**config.mk**
```make
export PLATFORM = sky130hd
export DESIGN_NAME = wb_sel_pipe_ctrl
export DESIGN_NICKNAME = d
export VERILOG_FILES = /design/src/rtl/wb_sel_pipe_ctrl.sv
export SDC_FILE = /design/constraint.sdc
export NUM_CORES = 1
export LEC_CHECK = 0
export ABC_AREA = 1
export BUFFER_PORTS_ARGS = -buffer_cell sky130_fd_sc_hd__buf_2
export CAP_MARGIN = 10
export CORE_ASPECT_RATIO = 1.2
export CORE_UTILIZATION = 54
export DETAILED_ROUTE_END_ITERATION = 16
export PLACE_DENSITY = 0.95
export SKIP_CTS_REPAIR_TIMING = 1
export SYNTH_ARGS = -nofsm -noshare
export SYNTH_HDL_FRONTEND = slang
export SYNTH_SLANG_ARGS = --single-unit
```
**constraint.sdc**
```tcl
create_clock -name clk -period 2.46 [get_ports clk]
set_input_delay 0.123 -clock clk [delete_from_list [all_inputs] [get_ports clk]]
set_output_delay 0.123 -clock clk [all_outputs]
set_load 0.01 [all_outputs]
```
**src/rtl/wb_sel_pipe_ctrl.sv**
```systemverilog
// rtl/wb_sel_pipe_ctrl.sv - writeback-source select pipeline (EX/MEM/WB) with load-use detection
// Optional macro WB_SEL_STATS_EN adds saturating load-use and flush event counters.
module wb_sel_pipe_ctrl #(
   parameter int RD_W       = 5,
   parameter bit ILLEGAL_WE = 1'b0
) (
   input  logic            clk,
   input  logic            rst_n,
   input  logic            id_valid,
   input  logic [6:0]      id_opcode,
   input  logic [RD_W-1:0] id_rd,
   input  logic [RD_W-1:0] id_rs1,
   input  logic [RD_W-1:0] id_rs2,
   input  logic            stall_i,
   input  logic            flush_i,
   output logic            id_accept,
   output logic            load_use_stall,
   output logic [1:0]      ex_sel,
   output logic [1:0]      mem_sel,
   output logic [1:0]      wb_sel,
   output logic            wb_we,
   output logic [RD_W-1:0] wb_rd
`ifdef WB_SEL_STATS_EN
   ,
   output logic [15:0]     cnt_load_use,
   output logic [15:0]     cnt_flush
`endif
);

   logic [1:0]      dec_sel;
   logic            dec_we;
   logic            dec_ld;

   logic            ex_valid, ex_we, ex_ld;
   logic [1:0]      ex_sel_q;
   logic [RD_W-1:0] ex_rd;
   logic            mem_valid, mem_we;
   logic [1:0]      mem_sel_q;
   logic [RD_W-1:0] mem_rd;
   logic            wb_valid, wb_we_q;
   logic [1:0]      wb_sel_q;
   logic [RD_W-1:0] wb_rd_q;

   logic            bubble;

   always_comb begin
      dec_sel = 2'b00;
      dec_we  = ILLEGAL_WE;
      dec_ld  = 1'b0;
      case (id_opcode)
         7'b0000011: begin dec_sel = 2'b00; dec_we = 1'b1; dec_ld = 1'b1; end
         7'b0110011,
         7'b0010011: begin dec_sel = 2'b00; dec_we = 1'b1; end
         7'b1101111,
         7'b1100111: begin dec_sel = 2'b01; dec_we = 1'b1; end
         7'b0010111: begin dec_sel = 2'b10; dec_we = 1'b1; end
         7'b0110111: begin dec_sel = 2'b11; dec_we = 1'b1; end
         7'b0100011,
         7'b1100011: begin dec_sel = 2'b00; dec_we = 1'b0; end
         default:    begin dec_sel = 2'b00; dec_we = ILLEGAL_WE; end
      endcase
      // x0 is hardwired; never write it regardless of opcode.
      if (id_rd == '0)
         dec_we = 1'b0;
   end

   assign load_use_stall = ex_valid & ex_ld & ex_we & id_valid &
                           ((ex_rd == id_rs1) | (ex_rd == id_rs2));
   assign bubble         = flush_i | load_use_stall;
   assign id_accept      = id_valid & ~stall_i & ~bubble;

   always_ff @(posedge clk) begin
      if (!rst_n) begin
         ex_valid  <= 1'b0; ex_we  <= 1'b0; ex_ld <= 1'b0; ex_sel_q <= 2'b00; ex_rd <= '0;
         mem_valid <= 1'b0; mem_we <= 1'b0; mem_sel_q <= 2'b00; mem_rd <= '0;
         wb_valid  <= 1'b0; wb_we_q <= 1'b0; wb_sel_q <= 2'b00; wb_rd_q <= '0;
      end else if (!stall_i) begin
         mem_valid <= ex_valid;  mem_we  <= ex_we;  mem_sel_q <= ex_sel_q;  mem_rd  <= ex_rd;
         wb_valid  <= mem_valid; wb_we_q <= mem_we; wb_sel_q  <= mem_sel_q; wb_rd_q <= mem_rd;
         if (bubble) begin
            ex_valid <= 1'b0; ex_we <= 1'b0; ex_ld <= 1'b0; ex_sel_q <= 2'b00; ex_rd <= '0;
         end else begin
            ex_valid <= id_valid;
            ex_we    <= dec_we;
            ex_ld    <= dec_ld;
            ex_sel_q <= dec_sel;
            ex_rd    <= id_rd;
         end
      end
   end

   assign ex_sel  = ex_valid  ? ex_sel_q  : 2'b00;
   assign mem_sel = mem_valid ? mem_sel_q : 2'b00;
   assign wb_sel  = wb_valid  ? wb_sel_q  : 2'b00;
   assign wb_we   = wb_valid & wb_we_q;
   assign wb_rd   = wb_valid ? wb_rd_q : '0;

`ifdef WB_SEL_STATS_EN
   // Count only events that actually change state, i.e. not while frozen.
   always_ff @(posedge clk) begin
      if (!rst_n) begin
         cnt_load_use <= 16'h0000;
         cnt_flush    <= 16'h0000;
      end else if (!stall_i) begin
         if (flush_i && cnt_flush != 16'hFFFF)
            cnt_flush <= cnt_flush + 16'h0001;
         if (!flush_i && load_use_stall && cnt_load_use != 16'hFFFF)
            cnt_load_use <= cnt_load_use + 16'h0001;
      end
   end
`endif

endmodule

```
==> results.txt <==
Starting Density: 0.567
Tcrit/Tclk final: 0.719
Reg clk slew, reported paths: 0.14 ns
clk root buf: clkbuf_4
Post-Synth Adder-Cell Area: 0
Synth Area in Simple Gates: 0.331
GRT Total Usage: 0.207
Leak Pwr: 0.000943 uW
Slowest cell on crit path: dfxtp_1
CP top delay family: simple AND/OR/NAND/NOR gates
die area: 2840 sq um
Ys Warns: 0
hold_sp: id_rd[0]
syn nets: 260
status: finished clean
fin area: 1650 sq um
achievable frequency: 565 MHz
maximum VDD drop: 0.000281 V
multiplexer area fraction after synthesis: 0
gp weighted congestion: 0.778
crit-path max cell delay: 0.44 ns
minimum clock period: 1.77 ns
power per cell area: 495 nW/um^2
fraction of layout cells with a size suffix above 1: 0.168
Worst-Skew Late Latency: 0.32 ns
Reg2Reg Depth: 9
Pins Over Slew Limit: 0
WP buf/inv: 3
Synth Area in Compound Gates: 0.123
Die W: 48.8 microns
reg2reg start: ex_rd[3]
CTS sink cnt: 28
First DRT Iteration DRCs: 40
PortBufs: 40
Worst EP arrival: 1.65 ns
Hold WC Path Type: in2reg
flop2flop setup slack: 1.14 ns
critical path capture point type: output port
main combinational cell family by area after synthesis: simple AND/OR/NAND/NOR gates
DRC Markers: 0
Vias/cell: 4.82
first-pass GRT wire length: 4620 microns
Overall Power: 819 uW
# diodes: 0
dpl ws: 0.923 ns
Fin Setup TNS: 0 ns
DPL Wire Length: 2030 microns
crit path launch: ex_rd[3]
fin nets: 296
Initial DRT Pass Iterations: 4
synthesized instance count: 233
core area: 2500 sq um
post-detailed-route count of antenna-violating nets: 0
peak fanout along the critical path: 11
Worst-Margin Slew: 0.610 ns
total routed wirelength: 2650 microns
Die Ht: 58.2 microns
WP data required: 2.34 ns
most used cell, CP: nand2_1
worst-case clock buffer depth: 2
largest net degree at the start of global routing: 34
CTS tree: yes
post-route setup slack: 0.691 ns
max-cap viol count: 0
CP cell instances: inv_1 > nand2_1 > nand2_1 > nor2_1 > nand3_1 > nand2_1 > nand2_2 > nand3_1 > inv_1 > buf_2
reg-to-reg critical path endpoint: ex_valid
Slew HR: 0.593
WL/cell: 8.79 microns
crit start category: flop
final hold vios: 0
area leader, netlist: dfxtp_1
area delta synth->final: 16.6%
Via Count: 1451
placed instance area: 1620 sq um
unique cell type count in the Yosys netlist: 15
Synth Area in XOR/XNOR: 0.0123
RSZ-0062 raised after global routing: no
CTS buffer count: 3
post-synthesis instance area: 1420 sq um
number of global-route vias before repair: 1235
clk_skew: 0.00226 ns
register bit total from synthesis: 28
H-tree depth: 1
GRT overflow: 0
# setup viols final: 0
Cell Rows: 20
CP Class: reg2out
initial antenna violation count: 0
Synth top area share: 0.395
hold-critical path endpoint: ex_rd[0]
synth top area cells: dfxtp_1 (40%), nand2_1 (14%), nor2_1 (12%), inv_1 (10%), o21ai_0 (6.7%)
WHS Path Cells: 5
# IOs: 41
syn avg cell area: 6.09 sq um
post-synthesis sequential area ratio: 0.395
-- synth_stat cells --
cell	instances
nand2_1	53
nor2_1	47
inv_1	39
dfxtp_1	28
o21ai_0	19
a21oi_1	16
nand3_1	13
clkbuf_1	7
clkinv_1	2
nand4_1	2
nor3_1	2
xnor2_1	2
buf_2	1
buf_6	1
nand2_2	1
-- registers in the layout, indices dropped and copies added, names as in the netlist --
signal / flops
ex_sel_q: 2
ex_ld: 1
ex_we: 1
ex_valid: 1
mem_we: 1
ex_rd: 5
mem_valid: 1
wb_rd_q: 5
wb_we_q: 1
wb_sel_q: 2
mem_sel_q: 2
wb_valid: 1
mem_rd: 5
-- placed cells by master, fill, tap and decap left out, drive strengths merged --
cell type  Yosys  final
nand3         13     13
clkinv         2      2
nand2         54     54
xnor2          2      2
dfxtp         28     28
a21oi         16     16
o21ai         19     19
nor3           2      2
buf            2     40
clkbuf         7      4
inv           39     39
nand4          2      2
nor2          47     47
-- through the flow --
stage                     utilization  hold WS (ns)  cells
final                           0.661         0.121    301
after global routing            0.661         0.139    301
after CTS                       0.661         0.119    301
after detailed placement        0.647         0.455    297
after global placement          0.647         0.443    297
after floorplan                     -         0.319    233
-- final cells by class --
type                    count  area (sq um)
repair buffers             40           200
multi-input cells         155           662
fillers                   240           848
clock buffers               4          36.3
well taps                  33          41.3
flip-flops and latches     28           561
inverters                  41           154
-- worst reg2reg max path: cells and delay by family, from the launching register on --
family / cells / cell delay [ns]
AND/OR/NAND/NOR: 7 / 0.61
flip-flops: 1 / 0.44
buffers and inverters: 1 / 0.09
AO/OA/AOI/OAI: 1 / 0.07
-- per-layer routing --
metal / part of all wire / vias to the layer above / GRT usage / wire, microns
met5: 0 / - / 0 / 0
met4: 0.021 / 0 / 0.101 / 56
met3: 0.042 / 6 / 0.0210 / 110
met2: 0.49 / 43 / 0.389 / 1290
met1: 0.45 / 625 / 0.232 / 1190
li1: - / 777 / - / -
-- kinds of logic after synthesis --
family          after synthesis
flops                        28
compound gates               35
xor+xnor                      2
simple gates                118
buf+inv                      50
-- where the power goes --
| part | total, uW | internal (uW) | switching [uW] |
|---|---|---|---|
| logic | 112 | 46.1 | 66.3 |
| registers | 489 | 474 | 14.4 |
| clock network | 218 | 90.6 | 128 |
-- how the worst max path moves through the flow --
stage,to,slack [ns],cells after the start
3_5_place_dp,ex_we,0.92,6
3_3_place_gp,ex_we,1.0,6
2_1_floorplan,ex_ld,1.33,10
6_report,id_accept,0.69,10
5_1_grt,id_accept,0.53,10
4_1_cts,id_accept,0.68,10
Note: power is estimated with default switching activity, not from simulation.
